--- config.mk ---
export PLATFORM = sky130hd
export DESIGN_NAME = sha3_absorb_buffer_flat
export DESIGN_NICKNAME = d
export VERILOG_FILES = /design/src/rtl/sha3_absorb_buffer_if.sv /design/src/rtl/sha3_absorb_buffer.sv /design/src/flat_wrapper.sv
export SDC_FILE = /design/constraint.sdc
export NUM_CORES = 2
export LEC_CHECK = 0
export ABC_AREA = 1
export CORE_AREA = 2 2 648 650
export DETAILED_ROUTE_END_ITERATION = 12
export DIE_AREA = 0 0 650 652
export GPL_TIMING_DRIVEN = 0
export SLEW_MARGIN = 5
export SYNTH_ARGS = -nofsm -noshare
export SYNTH_HDL_FRONTEND = slang
export SYNTH_SLANG_ARGS = --single-unit
--- constraint.sdc ---
create_clock -name ACLK -period 5.7 [get_ports ACLK]
set_clock_uncertainty 0.05 [all_clocks]
set_input_delay 1.425 -clock ACLK [delete_from_list [all_inputs] [get_ports ACLK]]
set_output_delay 1.425 -clock ACLK [all_outputs]
set_load 0.03 [all_outputs]
--- src/rtl/sha3_absorb_buffer_if.sv ---
// Stream-in / block-out bundle between the message source, the absorb
// buffer and the Keccak permutation core.
interface sha3_absorb_buffer_if #(
    parameter int DATA_WIDTH = 64
);
    logic                  S_TVALID;
    logic                  S_TREADY;
    logic [DATA_WIDTH-1:0] S_TDATA;
    logic                  S_TLAST;
    logic [1:0]            S_TID;
    logic                  blk_valid;
    logic                  blk_ready;
    logic [1599:0]         blk_data;
    logic                  blk_first;
    logic                  blk_last;
    logic [1:0]            blk_mode;

    modport slave (
        input  S_TVALID, S_TDATA, S_TLAST, S_TID, blk_ready,
        output S_TREADY, blk_valid, blk_data, blk_first, blk_last, blk_mode
    );

    modport master (
        output S_TVALID, S_TDATA, S_TLAST, S_TID, blk_ready,
        input  S_TREADY, blk_valid, blk_data, blk_first, blk_last, blk_mode
    );
endinterface

--- src/rtl/sha3_absorb_buffer.sv ---
// SHA3 absorb front-end: packs stream words into rate-sized blocks,
// applies 0x06..0x80 domain padding and hands blocks to the core.
module sha3_absorb_buffer #(
    parameter int DATA_WIDTH = 64
) (
    input  logic                ACLK,
    input  logic                ARESETn,
    sha3_absorb_buffer_if.slave s
);
    if (DATA_WIDTH != 8 && DATA_WIDTH != 16 &&
        DATA_WIDTH != 32 && DATA_WIDTH != 64) begin : g_bad_dw
        $error("DATA_WIDTH must be 8, 16, 32 or 64");
    end

    localparam logic [10:0] DW = 11'(DATA_WIDTH);

    typedef enum logic {FILL = 1'b0, FULL = 1'b1} state_e;

    function automatic logic [10:0] rate_f(input logic [1:0] m);
        case (m)
            2'd0:    rate_f = 11'd1152;
            2'd1:    rate_f = 11'd1088;
            2'd2:    rate_f = 11'd832;
            default: rate_f = 11'd576;
        endcase
    endfunction

    state_e        state_q, state_d;
    logic          rdy_q, rdy_d, vld_q, vld_d;
    logic [1599:0] buf_q, buf_d;
    logic [7:0]    cnt_q, cnt_d;
    logic          pend_q, pend_d;
    logic          first_q, first_d;
    logic          in_msg_q, in_msg_d;
    logic          bfirst_q, bfirst_d;
    logic          blast_q, blast_d;
    logic [1:0]    mode_q, mode_d;

    logic          acc, at_end, done, take;
    logic [1:0]    cur_mode;
    logic [10:0]   rate_c, rate_m, wbit;

    assign acc      = s.S_TVALID & rdy_q;
    assign take     = vld_q & s.blk_ready;
    assign cur_mode = in_msg_q ? mode_q : s.S_TID;
    assign rate_c   = rate_f(cur_mode);
    assign rate_m   = rate_f(mode_q);
    assign wbit     = 11'(cnt_q) * DW;
    assign at_end   = (wbit + DW) == rate_c;
    assign done     = acc & (s.S_TLAST | at_end);

    always_ff @(posedge ACLK or negedge ARESETn) begin
        if (!ARESETn) begin
            state_q <= FILL;
            rdy_q   <= 1'b0;
            vld_q   <= 1'b0;
        end else begin
            state_q <= state_d;
            rdy_q   <= rdy_d;
            vld_q   <= vld_d;
        end
    end

    always_comb begin
        state_d = state_q;
        case (state_q)
            FILL:    if (done) state_d = FULL;
            default: if (take && !pend_q) state_d = FILL;
        endcase
    end

    always_comb begin
        rdy_d = (state_d == FILL);
        vld_d = (state_d == FULL);
    end

    always_comb begin
        buf_d    = buf_q;
        cnt_d    = cnt_q;
        pend_d   = pend_q;
        first_d  = first_q;
        in_msg_d = in_msg_q;
        mode_d   = mode_q;
        bfirst_d = bfirst_q;
        blast_d  = blast_q;
        if (acc) begin
            mode_d   = cur_mode;
            in_msg_d = !s.S_TLAST;
            cnt_d    = cnt_q + 8'd1;
            buf_d[wbit +: DATA_WIDTH] = s.S_TDATA;
            if (done) begin
                bfirst_d = first_q;
                blast_d  = s.S_TLAST & !at_end;
            end
            // Both ORs land on one byte when the message ends one byte short.
            if (s.S_TLAST && !at_end) begin
                buf_d[wbit + DW +: 8]  = buf_d[wbit + DW +: 8] | 8'h06;
                buf_d[rate_c - 11'd8 +: 8] = buf_d[rate_c - 11'd8 +: 8] | 8'h80;
            end
            if (s.S_TLAST && at_end) pend_d = 1'b1;
        end
        if (take) begin
            buf_d   = '0;
            cnt_d   = '0;
            first_d = blast_q;
            if (pend_q) begin
                buf_d[7:0]              = 8'h06;
                buf_d[rate_m - 11'd8 +: 8] = 8'h80;
                pend_d   = 1'b0;
                bfirst_d = 1'b0;
                blast_d  = 1'b1;
            end
        end
    end

    always_ff @(posedge ACLK or negedge ARESETn) begin
        if (!ARESETn) begin
            buf_q    <= '0;
            cnt_q    <= '0;
            pend_q   <= 1'b0;
            first_q  <= 1'b1;
            in_msg_q <= 1'b0;
            bfirst_q <= 1'b0;
            blast_q  <= 1'b0;
            mode_q   <= '0;
        end else begin
            buf_q    <= buf_d;
            cnt_q    <= cnt_d;
            pend_q   <= pend_d;
            first_q  <= first_d;
            in_msg_q <= in_msg_d;
            bfirst_q <= bfirst_d;
            blast_q  <= blast_d;
            mode_q   <= mode_d;
        end
    end

    assign s.S_TREADY  = rdy_q;
    assign s.blk_valid = vld_q;
    assign s.blk_data  = buf_q;
    assign s.blk_first = bfirst_q;
    assign s.blk_last  = blast_q;
    assign s.blk_mode  = mode_q;
endmodule

--- src/flat_wrapper.sv ---
// flat-port wrapper written by rule: the top's interface ports become plain ports
module sha3_absorb_buffer_flat 
#(
    parameter int DATA_WIDTH = 64
)
  (ACLK, ARESETn, s_S_TVALID, s_S_TDATA, s_S_TLAST, s_S_TID, s_blk_ready, s_S_TREADY, s_blk_valid, s_blk_data, s_blk_first, s_blk_last, s_blk_mode);
  sha3_absorb_buffer_if #(.DATA_WIDTH(DATA_WIDTH)) s_i ();
  input  logic ACLK;
  input  logic ARESETn;
  input wire logic [$bits(s_i.S_TVALID)-1:0] s_S_TVALID;
  input wire logic [$bits(s_i.S_TDATA)-1:0] s_S_TDATA;
  input wire logic [$bits(s_i.S_TLAST)-1:0] s_S_TLAST;
  input wire logic [$bits(s_i.S_TID)-1:0] s_S_TID;
  input wire logic [$bits(s_i.blk_ready)-1:0] s_blk_ready;
  output wire logic [$bits(s_i.S_TREADY)-1:0] s_S_TREADY;
  output wire logic [$bits(s_i.blk_valid)-1:0] s_blk_valid;
  output wire logic [$bits(s_i.blk_data)-1:0] s_blk_data;
  output wire logic [$bits(s_i.blk_first)-1:0] s_blk_first;
  output wire logic [$bits(s_i.blk_last)-1:0] s_blk_last;
  output wire logic [$bits(s_i.blk_mode)-1:0] s_blk_mode;
  assign s_i.S_TVALID = s_S_TVALID;
  assign s_i.S_TDATA = s_S_TDATA;
  assign s_i.S_TLAST = s_S_TLAST;
  assign s_i.S_TID = s_S_TID;
  assign s_i.blk_ready = s_blk_ready;
  assign s_S_TREADY = s_i.S_TREADY;
  assign s_blk_valid = s_i.blk_valid;
  assign s_blk_data = s_i.blk_data;
  assign s_blk_first = s_i.blk_first;
  assign s_blk_last = s_i.blk_last;
  assign s_blk_mode = s_i.blk_mode;
  sha3_absorb_buffer #(.DATA_WIDTH(DATA_WIDTH)) u_core (.ACLK(ACLK), .ARESETn(ARESETn), .s(s_i));
endmodule
# Word-level counts from Yosys, hierarchy flattened
# Cells that the tools add are included.
dict set report totals {
  regBits 1617
  latch_bits 0
  ram_bits 0
  mem_bits_ro 0
  input_bits 71
  out_inout_bits 1606
  elab_cells 78
  n_memories 0
}
dict set report op_classes {
  add_sub_neg 8
  n_mul 0
  div 0
  magnitude_cmp 0
  eq_ne 5
  n_shift 10
  n_mux 27
  bitwise_logic 9
  n_reduce_logical 9
}
# cell n
set ops {}
lappend ops {{$mux W1600} 4}
lappend ops {{$bwmux W1600} 3}
lappend ops {{$shift A8 B13 Y1600 const A} 3}
lappend ops {{$shiftx A8 B13 Y1600} 2}
lappend ops {{$shift A64 B13 Y1600 const A} 1}
lappend ops {{$shiftx A1600 B12 Y7} 1}
lappend ops {{$shiftx A1600 B12 Y8} 1}
lappend ops {{$shiftx A64 B13 Y1600} 1}
lappend ops {{$shiftx A8 B13 Y1600 const A} 1}
lappend ops {{$and A1598 B1598 Y1598} 1}
lappend ops {{$pmux W11 S3} 2}
lappend ops {{$neg A11 Y13} 4}
lappend ops {{$sub A11 B4 Y11 const B} 2}
lappend ops {{$mux W8} 2}
lappend ops {{$mux W1} 15}
lappend ops {{$add A11 B7 Y11 const B} 1}
lappend ops {{$eq A11 B11 Y1} 1}
lappend ops {{$add A8 B1 Y8 const B} 1}
lappend ops {{$and A1 B1 Y1} 4}
lappend ops {{$eq A2 B1 Y1 const B} 2}
lappend ops {{$eq A2 B2 Y1 const B} 2}
lappend ops {{$logic_not A2 Y1} 2}
lappend ops {{$logic_and A1 B1 Y1} 3}
lappend ops {{$logic_not A1 Y1} 3}
lappend ops {{other kinds (6)} 6}

# Depth between registers and ports, before layout
dict set report depth {
  depth_word 12
  ltp_mapped 27
  mapped_depth_nobuf 24
}

# Worst setup path after synthesis
# No wires, ideal clock.
dict set report synth_path {
  path_kind {register to register}
  start {register u_core.cnt_q[0]}
  end {register u_core.buf_q[261], in the netlist u_core.s.blk_data[261]}
  setup_ps 77
  arrival_time_ps 3234
  required_ps 5573
  setup_slack_ps 2339
  stages_incl_launch_ff 20
  path_buffers 4
  synth_period_minus_slack_ps 3361
  path_cell_list {dfrtp_1 buf_4 inv_2 buf_1 ha_1 buf_2 inv_2 nand2_1 clkbuf_1 nor2_1 inv_1 nor2_1 inv_2 nor2_2 inv_1 nor2_1 inv_1 a21oi_1 nand2_1 o21ai_1}
}
dict set report synth_between {
  elab_chain_cells 12
  elab_cells_between_ends 19
  cone_classes {3 x add/sub; 1 x eq/ne; 7 x shift; 6 x mux; 2 x reduce/logical}
}
# element line_no
set synth_lines {}
lappend synth_lines {{from (decl)} sha3_absorb_buffer.sv:31} ;# logic [7:0] cnt_q, cnt_d;
lappend synth_lines {{from (signal assigned)} sha3_absorb_buffer.sv:128} ;# cnt_q <= cnt_d;
lappend synth_lines {{$neg A11 Y13} sha3_absorb_buffer.sv:90} ;# buf_d[wbit +: DATA_WIDTH] = s.S_TDATA;
lappend synth_lines {{$shiftx A64 B13 Y1600 or $shift A64 B13 Y1600 (tied branches)} sha3_absorb_buffer.sv:90}
lappend synth_lines {{$bwmux W1600} sha3_absorb_buffer.sv:90}
lappend synth_lines {{$shiftx A1600 B12 Y8} sha3_absorb_buffer.sv:97} ;# buf_d[wbit + DW +: 8] = buf_d[wbit + DW +: 8] | 8'h06;
lappend synth_lines {{$shiftx A8 B13 Y1600} sha3_absorb_buffer.sv:97}
lappend synth_lines {{$bwmux W1600} sha3_absorb_buffer.sv:97}
lappend synth_lines {{$shiftx A1600 B12 Y7} sha3_absorb_buffer.sv:98} ;# buf_d[rate_c - 11'd8 +: 8] = buf_d[rate_c - 11'd8 +: 8] | 8'h80;
lappend synth_lines {{$shiftx A8 B13 Y1600} sha3_absorb_buffer.sv:98}
lappend synth_lines {{$bwmux W1600} sha3_absorb_buffer.sv:98}
lappend synth_lines {{$mux W1600 (*)} sha3_absorb_buffer.sv:96} ;# if (s.S_TLAST && !at_end) begin
lappend synth_lines {{$mux W1600 (*)} sha3_absorb_buffer.sv:86} ;# if (acc) begin
lappend synth_lines {{$mux W1600 (*)} sha3_absorb_buffer.sv:102} ;# if (take) begin
lappend synth_lines {{to (signal assigned)} sha3_absorb_buffer.sv:127} ;# buf_q <= buf_d;
lappend synth_lines {{to (decl)} sha3_absorb_buffer.sv:30} ;# logic [1599:0] buf_q, buf_d;
# Every way passes the cells marked *; elsewhere a longest branch is shown, timed or not. The select of a mux whose other input is x is not followed.
# A chain may end at the register's enable or synchronous reset.

# Worst setup path in the final report
dict set report layout_path {
  start {register u_core.cnt_q[0]}
  end {register u_core.buf_q[281], in the netlist u_core.s.blk_data[281]}
}
# Same word-level chain as after synthesis.

==> impl_metrics.tcl <==
set metrics [dict create \
    synth_nets 8508 \
    post-route-util_pct 25.2 \
    power.density_mw_per_mm2 518 \
    ctsHoldBuffers 0 \
    final_cells 16061 \
    cts_tree "built" \
    gp_congestion 1.00 \
    rows 237 \
    syn_area_mm2 0.0729 \
    antenna_found_initial 92 \
    clk_pin_slew_ps 60 \
    critPathSlowestCell "clkbuf_1" \
    slew_viol_final 42 \
    layout_min_cycle_time_ps 5930 \
    core-area_mm2 0.416 \
    finalSetupViolCount 53 \
    tightestPinTransition_ps 1660 \
    fin_crit_sh_pct 104 \
    ys_warn_count 0 \
    ys_seq_elements 1614 \
    synth_edf_count 0 \
    worstPathMaxFanout 12 \
    synth_area_per_cell_um2 8.65 \
    top_layer "met5" \
    drtPass1Iterations 9 \
    synth_cell_types 49 \
    cts_buffers 202 \
    p_total_mw 54.3 \
    routed_wl_mm 686 \
    grt_pass1_wl_mm 849 \
    synthArstFlopShare_pct 100 \
    route.detailed.drc 0 \
    netlist_instances 8431 \
    power.leakage_nw 42.7 \
    dp_slack_ps -1870 \
    ff2ff_setup_slack_ps -230 \
    start_util_pct 17.5 \
    wl_met1_mm 251 \
    rr_startpoint "u_core.cnt_q[0]" \
    root_buffer "clkbuf_16" \
    crit_arrival_ps 6600 \
    fmax_ghz 0.169 \
    htree_levels 4 \
    setup_tns_ps -4880 \
    rsz0062_at_grt "false" \
    grt_overflow 0 \
    vias 80633 \
    ant_nets 0 \
    synthFlopType "dfrtp_1" \
    status "finished with violations" \
    cp_top_family "buffers and inverters" \
    clkSinkCount 1614 \
    hold_viol_final 0 \
    critical_path_class "reg2reg" \
    max_stage_delay_ps 1080 \
    die_h_um 652 \
    layout-drive-gt1-share_pct 6.67 \
    vias_per_cell 5.02 \
    max_slew_margin_pct -11.1 \
    dp_cells 15633 \
    cp_common_cell "inv_2" \
    worstPathCellList "buf_4, inv_2, buf_4, ha_1, nor2_4, inv_2, nor2_4, inv_2, nor2_8, nand2_2, buf_6, o21ai_0, clkbuf_1, clkbuf_1, o22ai_1" \
    clock_latency_ps 940 \
    crit_required_ps 6370 \
    timing.rr.end "u_core.s.blk_data[281]" \
    hpwl_mm 561 \
    path_buf_inv 8 \
    route.met2.wl_mm 298 \
    nNetsFinal 10425 \
    grt_max_degree 171 \
    wl_per_cell_um 42.7 \
    area_delta_synth_final_pct 43.7 \
    max-cap-violations 6 \
    end_kind "flip-flop" \
    dr_wl_met3_mm 80.9 \
    gr-usage-all-layers_pct 31.1 \
    yosysSeqAreaShare_pct 55.4 \
    clockBufferDepth 4 \
    setup_ws_ps -231 \
    startpoint_type "flip-flop" \
    grt_pass1_vias 73741 \
    io_buffers 1676 \
    die_area_mm2 0.424 \
    irDropWorstVdd_mv 0.316 \
    die_w_um 650 \
    drt-initial-drc-count 11000 \
    r2r_cells 15 \
    violations "capacitance limit, slew limit, setup timing" \
    pin_count 1677 \
    hold_class "in2async" \
]
-- report_power, final --
| part | switching, mW | internal, mW | leakage [nW] |
|---|---|---|---|
| registers | 1.28 | 12.7 | 22.4 |
| logic | 20.8 | 5.33 | 16.8 |
| clock network | 6.02 | 8.15 | 3.48 |
| total | 28.1 | 26.2 | 42.7 |
-- cell families (layout without fill, tap and decap cells) --
group | Yosys count | count (layout) | synth area share, %
AO/OA/AOI/OAI | 2137 | 2137 | 17.9
XOR/XNOR | 3 | 3 | 0.0721
adder cells (fa/ha/maj) | 6 | 6 | 0.103
buffers and inverters | 2037 | 4112 | 10.7
flip-flops | 1614 | 1614 | 55.4
other | 0 | 58 | 0
AND/OR/NAND/NOR | 2634 | 2634 | 15.9
-- synth_stat cells (18+ instances only) --
cell         n  area share, %
a211oi_1    33           0.34
o21ai_0    508            3.5
a21oi_1    322            2.2
inv_2       56           0.29
a31oi_1    122            1.0
o21ai_1    106           0.73
nor2_2      44           0.38
clkbuf_1   510            2.6
o22ai_1    699            6.0
nor2_1     493            2.5
dfrtp_1   1613             55
nor2_4      18           0.28
nand3_1    644            4.4
nor3_1     107           0.73
nand4_1     67           0.57
buf_2       50           0.34
inv_1     1327            6.8
o32ai_1     48           0.58
nand2_1   1208            6.2
a221oi_1   231            2.8
buf_1       63           0.32
o31ai_1     55           0.57
-- repair_timing --
| action | CTS | global route |
|---|---|---|
| endpoints found under the setup margin | 904 | 78 |
| pin swaps | 3 | 2 |
| gates resized for setup | 42 | 24 |
| buffers inserted | 5 | 4 |
-- area by class of cell --
cell class                 instances  area [um2]
clock inverter                    83        1200
buffer                           641        2670
antenna                           58         145
tap                             5497        6880
fill                           45258      311000
multi-input combinational       4780       24900
clock buffer                     279        5890
inverter                        1395        5260
sequential                      1614       40400
timing repair buffer            1714       17500
-- layout by cell type (no fill, tap or decap), types with 16 or more instances in the layout --
master           synthesis  routed
bufinv_16                0      20
clkbuf_2                 0      41
buf_16                   0      16
buf_2                   50      53
clkbuf_16                0     203
nor2_4                  18      27
dfrtp_1               1613    1613
nand2_1               1208    1202
nor2_2                  44      45
nor2_1                 493     483
nand4_1                 67      67
a21oi_1                322     322
diode_2                  0      58
clkdlybuf4s50_1          0    1674
clkbuf_1               510     490
nand2_2                 17      21
o31ai_1                 55      55
a211oi_1                33      33
o32ai_1                 48      48
clkbuf_8                 0      52
inv_1                 1327    1317
o21ai_1                106     112
a31oi_1                122     119
inv_2                   56      63
nor3_1                 107     106
buf_1                   63      54
nand3_1                644     640
clkinv_2                 0      36
a221oi_1               231     231
o21ai_0                508     501
buf_4                   10      23
o22ai_1                699     699
-- state kept, by name (all words and copies together), names as in the netlist --
| name | cells |
|---|---|
| u_core.s.blk_mode | 2 |
| u_core.pend_q | 1 |
| u_core.in_msg_q | 1 |
| u_core.s.blk_last | 1 |
| u_core.cnt_q | 5 |
| u_core.state_q | 1 |
| u_core.s.blk_data | 1600 |
| u_core.s.blk_first | 1 |
| u_core.s.S_TREADY | 1 |
| u_core.first_q | 1 |
-- worst register-to-register path: cells and delay by family, from the launching register on --
| kind | cells | cell delay [ps] |
|---|---|---|
| buffers and inverters | 8 | 3300 |
| adders and majority gates | 1 | 320 |
| and+or+nand+nor | 4 | 980 |
| AOI/OAI and AO/OA | 2 | 660 |
| DFF | 1 | 440 |
-- per-layer routing --
layer	vias up	global-route usage, %
li1	32320	-
met1	41023	35.9
met2	5959	47.6
met3	1325	12.0
met4	6	21.0
met5	-	0
-- how the worst max path moves through the flow --
stage                          from                       to  cells past startpoint
floorplan           u_core.cnt_q[0]   u_core.s.blk_data[261]                     19
global placement            ARESETn   u_core.s.blk_data[941]                      1
detailed placement  u_core.cnt_q[0]  u_core.s.blk_data[1582]                     13
CTS                 u_core.cnt_q[0]   u_core.s.blk_data[957]                     16
global route        u_core.cnt_q[0]   u_core.s.blk_data[261]                     19
finish              u_core.cnt_q[0]   u_core.s.blk_data[281]                     15
-- stage by stage --
| step | hold WS, ps | instance area [um2] |
|---|---|---|
| 2_1_floorplan | 398 | 72900 |
| 3_3_place_gp | 412 | 96600 |
| 3_5_place_dp | 434 | 97300 |
| 4_1_cts | 332 | 105000 |
| 5_1_grt | 376 | 105000 |
| 6_report | 362 | 105000 |
No activity file was read; power rests on OpenSTA's default activity.
